$ cat src/rtl/ysyx_25020047_lsu_bus.sv
// ysyx_25020047_lsu_bus: sequential load/store unit that checks alignment, steers byte lanes,
// extends loads and drives a valid/ready data bus with a bounded-latency timeout.
module ysyx_25020047_lsu_bus #(
    parameter int DATA_W  = 32,
    parameter int ADDR_W  = 32,
    parameter int TIMEOUT = 255
) (
    input  logic                clk,
    input  logic                rst,
    input  logic                req_valid,
    output logic                req_ready,
    input  logic                req_we,
    input  logic [1:0]          req_size,
    input  logic                req_unsigned,
    input  logic [ADDR_W-1:0]   req_addr,
    input  logic [DATA_W-1:0]   req_wdata,
    output logic                rsp_valid,
    input  logic                rsp_ready,
    output logic [DATA_W-1:0]   rsp_rdata,
    output logic [1:0]          rsp_err,
    output logic                mem_req_valid,
    input  logic                mem_req_ready,
    output logic                mem_we,
    output logic [ADDR_W-1:0]   mem_addr,
    output logic [DATA_W-1:0]   mem_wdata,
    output logic [DATA_W/8-1:0] mem_wstrb,
    input  logic                mem_rsp_valid,
    input  logic [DATA_W-1:0]   mem_rdata,
    input  logic                mem_rsp_err
);
    localparam int NB = DATA_W / 8;
    localparam int OB = $clog2(NB);

    typedef enum logic [1:0] {IDLE, REQ, WAIT, RESP} state_t;

    state_t             state, state_n;
    logic               ready, we_q, uns_q;
    logic [1:0]         size_q, err;
    logic [ADDR_W-1:0]  addr_q;
    logic [DATA_W-1:0]  wdata_q, rdata, shifted, mask, top, ext;
    logic [31:0]        cnt;
    logic [OB-1:0]      off;
    logic               accept, misaligned, timed_out;

    assign off        = addr_q[OB-1:0];
    assign accept     = ready && req_valid;
    assign misaligned = ((req_addr[2:0] & ((3'd1 << req_size) - 3'd1)) != 3'd0)
                        || (req_size == 2'd3 && DATA_W == 32);
    assign timed_out  = (TIMEOUT != 0) && (cnt + 32'd1 >= 32'(TIMEOUT));

    // mask keeps the low 8*2^size bits; top isolates the sign bit of that field
    assign shifted = mem_rdata >> {off, 3'b000};
    assign mask    = ~({DATA_W{1'b1}} << (7'd8 << size_q));
    assign top     = mask & ~(mask >> 1);
    assign ext     = (shifted & mask) | ((!uns_q && |(shifted & top)) ? ~mask : '0);

    assign req_ready     = ready;
    assign rsp_valid     = state == RESP;
    assign rsp_rdata     = rdata;
    assign rsp_err       = err;
    assign mem_req_valid = state == REQ;
    assign mem_we        = we_q;
    assign mem_addr      = addr_q & ~ADDR_W'(NB - 1);
    assign mem_wdata     = wdata_q << {off, 3'b000};
    assign mem_wstrb     = we_q ? ~({NB{1'b1}} << (4'd1 << size_q)) << off : '0;

    always_comb begin
        state_n = state;
        unique case (state)
            IDLE: state_n = accept ? (misaligned ? RESP : REQ) : IDLE;
            REQ:  state_n = mem_req_ready ? WAIT : (timed_out ? RESP : REQ);
            WAIT: state_n = (mem_rsp_valid || timed_out) ? RESP : WAIT;
            RESP: state_n = rsp_ready ? IDLE : RESP;
        endcase
    end

    always_ff @(posedge clk) begin
        if (rst) begin
            state   <= IDLE;
            ready   <= 1'b0;
            we_q    <= 1'b0;
            uns_q   <= 1'b0;
            size_q  <= 2'd0;
            addr_q  <= '0;
            wdata_q <= '0;
            cnt     <= '0;
            err     <= 2'b00;
            rdata   <= '0;
        end else begin
            state <= state_n;
            ready <= state_n == IDLE;
            cnt   <= (state == REQ || state == WAIT) ? cnt + 32'd1 : '0;
            if (accept) begin
                we_q    <= req_we;
                uns_q   <= req_unsigned;
                size_q  <= req_size;
                addr_q  <= req_addr;
                wdata_q <= req_wdata;
                err     <= misaligned ? 2'b01 : 2'b00;
                rdata   <= '0;
            end
            if (state == WAIT && mem_rsp_valid) begin
                err   <= mem_rsp_err ? 2'b10 : 2'b00;
                rdata <= (we_q || mem_rsp_err) ? '0 : ext;
            end else if ((state == REQ || state == WAIT) && state_n == RESP) begin
                err <= 2'b11;
            end
        end
    end
endmodule

$ cat config.mk
export PLATFORM = sky130hd
export DESIGN_NAME = ysyx_25020047_lsu_bus
export DESIGN_NICKNAME = d
export VERILOG_FILES = /design/src/rtl/ysyx_25020047_lsu_bus.sv
export SDC_FILE = /design/constraint.sdc
export NUM_CORES = 1
export LEC_CHECK = 0
export CAP_MARGIN = 20
export CORE_MARGIN = 4
export CORE_UTILIZATION = 45
export CTS_CLUSTER_SIZE = 12
export DETAILED_ROUTE_END_ITERATION = 10
export GPL_TIMING_DRIVEN = 0
export PLACE_DENSITY = 0.77
export RECOVER_POWER = 50
export SLEW_MARGIN = 0
export SYNTH_ARGS = -nofsm -noshare
export SYNTH_HDL_FRONTEND = slang
export SYNTH_SLANG_ARGS = --single-unit
$ cat constraint.sdc
create_clock -name clk -period 9.6 [get_ports clk]
set_input_delay 1.92 -clock clk [delete_from_list [all_inputs] [get_ports clk]]
set_output_delay 1.92 -clock clk [all_outputs]
set_load 0.05 [all_outputs]
==> flow_summary.toml <==
[outcome]
outcome = "complete, no violations"

[critical_path]
crit_path_max_fanout = 10
crit_path_end_kind = "output pin"
cp-start-kind = "flip-flop"
r2r_cells = 9
r2r_slack_ns = 6.09
r2r_start = "cnt[9]"
r2r-end = "state[1]"
startpoint = "addr_q[1]"
worstPathArrival_ns = 3.75
cp.required_ns = 7.68
critPathKind = "flip-flop to output pin"

[die]
num_rows = 44
io_pins = 213
die_h_um = 132
start_util = 0.465
die_x_um = 132
core_area_um2 = 14800
die_area_um2 = 17300

[sta]
tightest_slew_ns = 0.726
maxSlewHeadroom = 0.516
setup_viol = 0
slew_violations = 0
post-route-min-period_ns = 5.67
timing.setup.tns_ns = 0
clock.fmax_mhz = 176
timing.final.crit_share = 0.591
hold_viol_final = 0
rsz0062_at_grt = "false"
skew_ns = 0.00597

[global_route]
antenna_found_initial = 0
grt_overflow = 0
grt_max_degree = 17
grt_usage = 0.249
grt_pass1_vias = 6631
grt_first_pass_wirelength_um = 35500

[placement]
place_inst = 1290
dp_hpwl_um = 16500
dpl_cell_area_um2 = 9200
place_congestion = 0.855
port_buffers = 209

[detailed_routing]
drt-initial-drc-count = 602
ant_nets = 0
vias = 7094
dr.pass1.iters = 8
wl_per_cell_um = 16.7
vias_per_cell = 5.37
drc = 0
drt-total-wl_um = 22100

[clocking]
clk_path_buf_depth = 2
clk_pin_slew_ns = 0.06
cts_resized = 0
cts_tree = "built"
cts_hold_buffers = 0
numClockSinks = 137
cts-root-buf = "clkbuf_16"
clock_latency_ns = 0.42
htree_levels = 4
cts_setup_buffers = 0
cts-buffers-inserted = 17

[synth]
synthFlopType = "dfxtp_1"
synth_area_um2 = 6870
async_flop_share = 0
syn_area_per_cell_um2 = 7.67
synth-edff-count = 0
synth_area_leaders = "dfxtp_1, nand2_1, a21oi_1, nor2_1, mux2i_1"
synth_top_family_by_area = "simple AND/OR/NAND/NOR gates"
ys_types = 54
synthAdderAreaFrac = 0.0109
synth-compound-area-share = 0.178
synth_top_area_share = 0.399
synth_top_cell_by_area = "dfxtp_1"
yosysSeqAreaShare = 0.399
synth_xor_area_frac = 0.0332
syn_inst = 895
synth_simple_gate_area_share = 0.251
yosys_warnings = 0
synth_seq_cells = 137
synthMuxAreaShare = 0.0497

[power]
irDropWorstVdd_mv = 0.118
p_leak_nw = 3.55
switching_power_mw = 0.740
intPower_mw = 1.28
combPwrFrac = 0.348
clockPowerShare = 0.325
sw_frac_of_total = 0.366
p_seq_frac = 0.327
finalPower_mw = 2.02
power_density_nw_per_um2 = 207

[layout]
stdcell_area_um2 = 9790
drive_gt1_frac = 0.0704
syn_to_final_growth_pct = 42.5
nets = 1238
num_antenna_cells = 0
num-fill-cells = 1313
stdcell_count = 1321

[hold_path]
whs_endpoint = "wdata_q[27]"
holdPathStages = 2
min_from = "wdata_q[27]"
hold_path_class = "flip-flop to flip-flop"

[flow_run]
maxCapViolations = 0
[cells in the final DEF, fill, tap and decap left out, drive strengths merged, types with 5 or more instances in the layout]
cell type	synthesis	final
dfxtp	137	137
ha	6	6
clkdlybuf4s50	0	174
xnor2	19	19
xor2	7	7
nor2	89	89
a21oi	96	96
a211oi	10	10
nor2b	19	19
dlygate4sd3	0	35
buf	45	46
clkbuf	53	77
inv	8	8
and2	10	10
a211o	7	7
mux2i	33	33
a32oi	7	7
nand2b	7	7
nand4	12	12
a22oi	25	25
nand2	190	190
nor4	5	5
nor3	17	17
o21a	6	6
nand3	15	15
o21ai	30	30
[registers in the layout, summed over array words and instances (netlist names)]
name	flops
req_ready	1
mem_we	1
state	2
addr_q	32
wdata_q	32
rsp_rdata	32
cnt	32
uns_q	1
rsp_err	2
size_q	2
[cell usage after synthesis, types with 8 or more instances]
cell type / n
dfxtp_1: 137
a211oi_1: 10
mux2i_1: 33
o21ai_0: 30
xnor2_1: 19
inv_1: 8
nor3_1: 17
clkbuf_1: 53
nand4_1: 11
nor2b_1: 19
nand2_1: 190
and2_1: 10
nand3_1: 15
buf_4: 34
a22oi_1: 25
a21oi_1: 96
nor2_1: 89
[critical path, cell delays in order (launching register included)]
cell	delay (ns)
dfxtp_1	0.30
clkbuf_1	0.33
clkbuf_1	0.41
clkbuf_1	0.61
clkbuf_1	0.48
a211oi_1	0.15
a21oi_1	0.21
clkdlybuf4s50_1	0.84
[routing by layer]
layer,global-route usage,share of wire,vias to the layer above
li1,-,-,3487
met5,0,0,-
met1,0.318,0.43,3283
met3,0.0711,0.082,34
met2,0.412,0.47,290
met4,0.0741,0.019,0
[worst max-delay path by stage]
stage | endpoint | slack (ns) | cells past startpoint
5_1_grt | mem_wdata[28] | 3.66 | 7
6_report | mem_wdata[28] | 3.93 | 7
3_5_place_dp | mem_wdata[28] | 4.41 | 7
3_3_place_gp | mem_wdata[28] | 4.43 | 7
2_1_floorplan | mem_wdata[18] | 4.93 | 6
4_1_cts | mem_wdata[28] | 3.95 | 7
[cells by family (layout without fill, tap and decap cells)]
family | Yosys count | after routing
muxes | 34 | 34
and+or+nand+nor | 386 | 386
AOI/OAI and AO/OA | 199 | 199
other | 1 | 2
adders and majority gates | 6 | 6
xor gates and xnor gates | 26 | 26
buffers and inverters | 106 | 347
DFF | 137 | 137
[through the flow]
step                hold WS [ns]  worst slack [ns]   util
global placement           0.439              4.43  0.623
floorplan                  0.432              4.93      -
CTS                        0.455              3.95  0.664
global route               0.471              3.66  0.663
finish                     0.452              3.93  0.663
detailed placement         0.447              4.41  0.623
[layout make-up]
type                    instances  area (um2)  area share
multi-input cells             653        3590       0.367
flip-flops and latches        137        2740       0.280
repair buffers                210        2100       0.214
plain buffers                  98         503      0.0514
clock buffers                  24         502      0.0513
well taps                     184         230      0.0235
clock inverters                 7        90.1     0.00920
inverters                       8        30.0     0.00307
[power groups by stage]
stage / Clock, mW / Sequential, mW / Combinational [mW]
floorplan: 0 / 0.706 / 0.424
global placement: 0 / 0.671 / 0.699
detailed placement: 0 / 0.672 / 0.705
CTS: 0.666 / 0.660 / 0.708
global route: 0.690 / 0.668 / 0.755
finish: 0.657 / 0.661 / 0.704
(Power assumes the default switching activity.)
